==> config.mk <==
export PLATFORM = sky130hd
export DESIGN_NAME = serial_rx_50k
export DESIGN_NICKNAME = d
export VERILOG_FILES = /design/src/rtl/serial_link_pkg.sv /design/src/rtl/sync_2ff.sv /design/src/rtl/serial_rx_50k.sv
export SDC_FILE = /design/constraint.sdc
export NUM_CORES = 1
export LEC_CHECK = 0
export ABC_AREA = 1
export BUFFER_PORTS_ARGS = -buffer_cell sky130_fd_sc_hd__buf_2
export CAP_MARGIN = 20
export CORE_MARGIN = 3
export CORE_UTILIZATION = 54
export DETAILED_ROUTE_END_ITERATION = 7
export PLACE_DENSITY = 0.7
export SYNTH_ARGS = -nofsm -noshare
export SYNTH_HDL_FRONTEND = slang
export SYNTH_SLANG_ARGS = --single-unit
export TNS_END_PERCENT = 100
==> constraint.sdc <==
create_clock -name clock_in -period 4.2 [get_ports clock_in]
set_input_delay 0.84 -clock clock_in [delete_from_list [all_inputs] [get_ports clock_in]]
set_output_delay 0.84 -clock clock_in [all_outputs]
set_load 0.01 [all_outputs]
==> src/rtl/serial_link_pkg.sv <==
// Constants and state encoding shared by both ends of the 50 kbaud serial link.
package serial_link_pkg;

  localparam logic [24:0] BIT_DIVISOR = 25'd400;
  localparam logic [3:0]  DATA_BITS   = 4'd8;

  typedef enum logic [2:0] {
    IDLE   = 3'd0,
    START  = 3'd1,
    DATA   = 3'd2,
    PARITY = 3'd3,
    STOP   = 3'd4,
    BREAK  = 3'd5
  } rx_state_t;

endpackage

==> src/rtl/sync_2ff.sv <==
// Generic two-flop synchronizer for asynchronous inputs; idles at 1 so a released line reads as idle.
// Latency two clocks; no flow control.
module sync_2ff #(
  parameter int WIDTH = 1
) (
  input  logic             clk,
  input  logic             reset_n,
  input  logic [WIDTH-1:0] async_sig,
  output logic [WIDTH-1:0] synced
);

  logic [WIDTH-1:0] meta;

  always_ff @(posedge clk) begin
    if (!reset_n) begin
      meta   <= '1;
      synced <= '1;
    end else begin
      meta   <= async_sig;
      synced <= meta;
    end
  end

endmodule

==> src/rtl/serial_rx_50k.sv <==
// 50 kbaud receiver, start + 8 data (LSB first) + stop, sampled mid-bit; SERIAL_RX_PARITY_EN adds an even-parity bit.
// Start edge to data_valid: 3 + DIVISOR/2 + (DATA_BITS+1)*DIVISOR cycles (+DIVISOR with parity); no backpressure.
module serial_rx_50k #(
  parameter logic [24:0] DIVISOR   = serial_link_pkg::BIT_DIVISOR,
  parameter logic [3:0]  DATA_BITS = serial_link_pkg::DATA_BITS
) (
  input  logic       clock_in,
  input  logic       reset_n,
  input  logic       serial_in,
  output logic [7:0] data_out,
  output logic       data_valid,
  output logic       frame_error,
  output logic       busy
`ifdef SERIAL_RX_PARITY_EN
  ,
  output logic       parity_error
`endif
);

  import serial_link_pkg::*;

  localparam logic [24:0] HALF_LAST = (DIVISOR >> 1) - 25'd1;
  localparam logic [24:0] BIT_LAST  = DIVISOR - 25'd1;
  localparam logic [3:0]  IDX_LAST  = DATA_BITS - 4'd1;

  rx_state_t   state;
  logic [24:0] cnt;
  logic [3:0]  bit_idx;
  logic [7:0]  shreg;
  logic        line;
  logic        line_d;
  logic        fall;
`ifdef SERIAL_RX_PARITY_EN
  logic        par_bit;
`endif

  sync_2ff #(.WIDTH(1)) u_sync (
    .clk       (clock_in),
    .reset_n   (reset_n),
    .async_sig (serial_in),
    .synced    (line)
  );

  assign fall = line_d & ~line;

  always_ff @(posedge clock_in) begin
    if (!reset_n) begin
      state       <= IDLE;
      cnt         <= '0;
      bit_idx     <= '0;
      shreg       <= '0;
      line_d      <= 1'b1;
      data_out    <= '0;
      data_valid  <= 1'b0;
      frame_error <= 1'b0;
      busy        <= 1'b0;
`ifdef SERIAL_RX_PARITY_EN
      par_bit      <= 1'b0;
      parity_error <= 1'b0;
`endif
    end else begin
      line_d      <= line;
      data_valid  <= 1'b0;
      frame_error <= 1'b0;
`ifdef SERIAL_RX_PARITY_EN
      parity_error <= 1'b0;
`endif
      case (state)
        IDLE: begin
          if (fall) begin
            state <= START;
            cnt   <= '0;
            busy  <= 1'b1;
          end
        end
        // Half a bit in, the start bit must still be low or it was a glitch.
        START: begin
          if (cnt == HALF_LAST) begin
            cnt <= '0;
            if (!line) begin
              state   <= DATA;
              bit_idx <= '0;
            end else begin
              state <= IDLE;
              busy  <= 1'b0;
            end
          end else begin
            cnt <= cnt + 25'd1;
          end
        end
        DATA: begin
          if (cnt == BIT_LAST) begin
            cnt   <= '0;
            shreg <= {line, shreg[7:1]};
            if (bit_idx == IDX_LAST) begin
              bit_idx <= '0;
`ifdef SERIAL_RX_PARITY_EN
              state   <= PARITY;
`else
              state   <= STOP;
`endif
            end else begin
              bit_idx <= bit_idx + 4'd1;
            end
          end else begin
            cnt <= cnt + 25'd1;
          end
        end
`ifdef SERIAL_RX_PARITY_EN
        PARITY: begin
          if (cnt == BIT_LAST) begin
            cnt     <= '0;
            par_bit <= line;
            state   <= STOP;
          end else begin
            cnt <= cnt + 25'd1;
          end
        end
`endif
        STOP: begin
          if (cnt == BIT_LAST) begin
            cnt <= '0;
            if (line) begin
`ifdef SERIAL_RX_PARITY_EN
              if ((^shreg) == par_bit) begin
                data_out   <= shreg;
                data_valid <= 1'b1;
              end else begin
                parity_error <= 1'b1;
              end
`else
              data_out   <= shreg;
              data_valid <= 1'b1;
`endif
              state <= IDLE;
              busy  <= 1'b0;
            end else begin
              frame_error <= 1'b1;
              state       <= BREAK;
            end
          end else begin
            cnt <= cnt + 25'd1;
          end
        end
        // A held-low line stays here so it reports a single error.
        BREAK: begin
          if (line) begin
            state <= IDLE;
            busy  <= 1'b0;
          end
        end
        default: begin
          state <= IDLE;
          busy  <= 1'b0;
        end
      endcase
    end
  end

endmodule
==> flow_summary.json <==
{
  "criticalPathCategory": "reg -> reg",
  "synth-warning-count": 0,
  "grt_pass1_wl_um": 11300,
  "syn_inst": 477,
  "pwr-share-clk": 0.213,
  "wire_per_inst_um": 11.3,
  "routed_wirelength_um": 6280,
  "cts-root-buf": "clkbuf_8",
  "period_needed_ns": 2.15,
  "htreeDepth": 2,
  "fin_crit_sh": 0.512,
  "start_util": 0.580,
  "grt_usage": 0.212,
  "cts_sinks": 54,
  "hold_violations": 0,
  "finClkSkew_ns": 0.00525,
  "p_leak_nw": 1.37,
  "setup_tns_ns": 0,
  "dieArea_sq_mm": 0.00663,
  "worst_ep_arrival_time_ns": 2.37,
  "core_sq_mm": 0.00530,
  "die_y_um": 81.4,
  "syn_nets": 482,
  "startpoint_type": "flip-flop",
  "syn_area_per_cell_sq_um": 6.44,
  "pin_count": 14,
  "reg2reg_from": "cnt[0]",
  "worstMarginPinSlew_ns": 0.746,
  "place_area_sq_mm": 0.00316,
  "die_w_um": 81.4,
  "pwr-share-seq": 0.390,
  "startpoint": "cnt[0]",
  "hpwl_um": 4620,
  "final_nets": 490,
  "first_pass_iters": 4,
  "hold_buffers": 0,
  "syn_to_final_growth_pct": 5.99,
  "endpoint_kind": "flip-flop",
  "clock_latency_ns": 0.32,
  "finalNonFillerCells": 556,
  "final_cell_area_sq_mm": 0.00326,
  "cts_setup_buffers": 0,
  "gr-total-overflow": 0,
  "numCtsBuffers": 5,
  "drv_slew": 0,
  "fmax_mhz": 465,
  "synth_area_sq_mm": 0.00307,
  "cap_violations": 0,
  "place_congestion": 0.903,
  "hold_path.class": "reg -> reg",
  "hold_slack_ns": 0.428,
  "outcome": "finished, final reports clean",
  "p_sw_frac": 0.451,
  "ir_drop_mv": 0.397,
  "port_buffers": 13,
  "critPathCapture": "bit_idx[2]",
  "grt_max_degree": 33,
  "p_int_uw": 814,
  "rsz0062_at_grt": "no",
  "ys_ff_latch": 54,
  "p_sw_uw": 669,
  "antenna_found_initial": 0,
  "viasPerCell": 5.08,
  "placed_cells_incl_taps": 548,
  "cp_max_fo": 17,
  "n_fill_cell": 547,
  "multi_input_area_sq_mm": 0.00172,
  "worstPathRequired_ns": 4.42,
  "grt_pass1_vias": 2526,
  "cts_resized": 0,
  "setup_viol": 0,
  "rows": 26,
  "drtAntennaViolNets": 0,
  "regArea_sq_mm": 0.00108,
  "antennaDiodeCount": 0,
  "maxSlewHeadroom": 0.502,
  "ys_seq_area_frac": 0.352,
  "rrSetupSlack_ns": 2.05,
  "ys_types": 30,
  "clk_path_buf_depth": 2,
  "hold_path.startpoint": "u_sync.meta",
  "tritoncts": "done",
  "clkSlewWorstSetupHoldPaths_ns": 0.11,
  "power_frac_comb": 0.397,
  "final_layout_size_suffix_gt1_frac": 0.119,
  "timing.rr.end": "bit_idx[2]",
  "ff2ff_path_depth": 8,
  "drc": 0,
  "via_count": 2823,
  "power_density_mw_per_mm2": 455,
  "drt_iter0_markers": 132
}
-- through the flow --
step,util,setup WS (ns),power (mW)
final,0.614,2.05,1.48
after global routing,0.614,1.78,1.59
after CTS,0.614,2.04,1.49
after detailed placement,0.596,2.03,1.18
after global placement,0.596,2.06,1.17
after floorplan,-,2.63,1.09
-- Yosys cell counts --
cell type / n / area (sq um)
nand2_1: 126 / 473
nor2_1: 90 / 338
dfxtp_1: 54 / 1080
inv_1: 48 / 180
nand3_1: 33 / 165
a21oi_1: 30 / 150
o21ai_0: 14 / 70.1
o211ai_1: 10 / 75.1
inv_2: 8 / 30.0
nand2_2: 7 / 43.8
xor2_1: 6 / 52.6
buf_2: 5 / 25.0
clkbuf_1: 5 / 18.8
nand4_1: 5 / 31.3
nor2_2: 5 / 31.3
nor2_4: 4 / 45.0
or2_2: 4 / 25.0
xnor2_1: 4 / 35.0
nand3_2: 3 / 30.0
o21ai_1: 3 / 15.0
buf_6: 2 / 22.5
ha_1: 2 / 25.0
nand2_4: 2 / 22.5
nand3_4: 1 / 17.5
nand3b_1: 1 / 7.51
nand4_2: 1 / 12.5
nor2_8: 1 / 20.0
nor3_4: 1 / 16.3
nor4_1: 1 / 6.26
o21bai_1: 1 / 7.51
-- cells by family (layout without fill, tap and decap cells) --
group                    count (synthesis)  in the layout  share of synthesized area
AO/OA/AOI/OAI                           58             58                      0.103
XOR/XNOR                                10             10                     0.0285
adder cells (fa/ha/maj)                  2              2                    0.00814
buffers and inverters                   68             77                     0.0900
flip-flops                              54             54                      0.352
AND/OR/NAND/NOR                        285            285                      0.418
-- worst max-delay path: stages, from the launching register on --
cell and delay, ns:
dfxtp_1 0.45, ha_1 0.35, nand3_2 0.22, nor2_4 0.17, nand4_2 0.35, nand2_2 0.28
nand3_1 0.10, nand2_1 0.08, nor2_1 0.05
-- worst min-delay path by stage --
stage	end	slack [ns]	cells past startpoint
after floorplan	u_sync.synced	0.39	1
after global placement	u_sync.synced	0.40	1
after detailed placement	u_sync.synced	0.40	1
after CTS	u_sync.synced	0.43	1
after global routing	u_sync.synced	0.45	1
final	u_sync.synced	0.43	1
-- placed cells by master (no fill, tap or decap), types with 8 or more instances in the layout --
cell type  count
dfxtp_1       54
o211ai_1      10
nor2_1        90
inv_1         48
inv_2          8
nand2_1      126
buf_2         13
nand3_1       33
a21oi_1       30
o21ai_0       14
-- flip-flops by register name, summed over array words and instances, names as in the netlist --
| register | cells |
|---|---|
| cnt | 25 |
| data_out | 8 |
| shreg | 8 |
| bit_idx | 4 |
| state | 3 |
| busy | 1 |
| data_valid | 1 |
| frame_error | 1 |
| line_d | 1 |
| u_sync.meta | 1 |
| u_sync.synced | 1 |
-- layout make-up --
type                            instances  area share
Sequential cell                        54       0.332
Inverter                               56      0.0645
Timing Repair Buffer                   13      0.0200
Tap cell                               70      0.0269
Multi-Input combinational cell        355       0.527
Clock inverter                          3     0.00884
Clock buffer                            5      0.0211
-- power groups by stage --
| stage | Combinational, mW | Clock (mW) | Sequential [mW] |
|---|---|---|---|
| final | 0.589 | 0.315 | 0.578 |
| after CTS | 0.590 | 0.324 | 0.578 |
| after detailed placement | 0.589 | 0 | 0.589 |
| after floorplan | 0.500 | 0 | 0.586 |
| after global placement | 0.577 | 0 | 0.588 |
| after global routing | 0.662 | 0.342 | 0.584 |
-- per-layer routing --
| metal | up-vias | global-route usage | routed length [um] |
|---|---|---|---|
| li1 | 1519 | - | - |
| met1 | 1245 | 0.305 | 3220 |
| met2 | 54 | 0.327 | 2760 |
| met3 | 5 | 0.0439 | 262 |
| met4 | 0 | 0.0456 | 36 |
| met5 | - | 0 | 0 |
No activity file was read; power rests on OpenSTA's default activity.
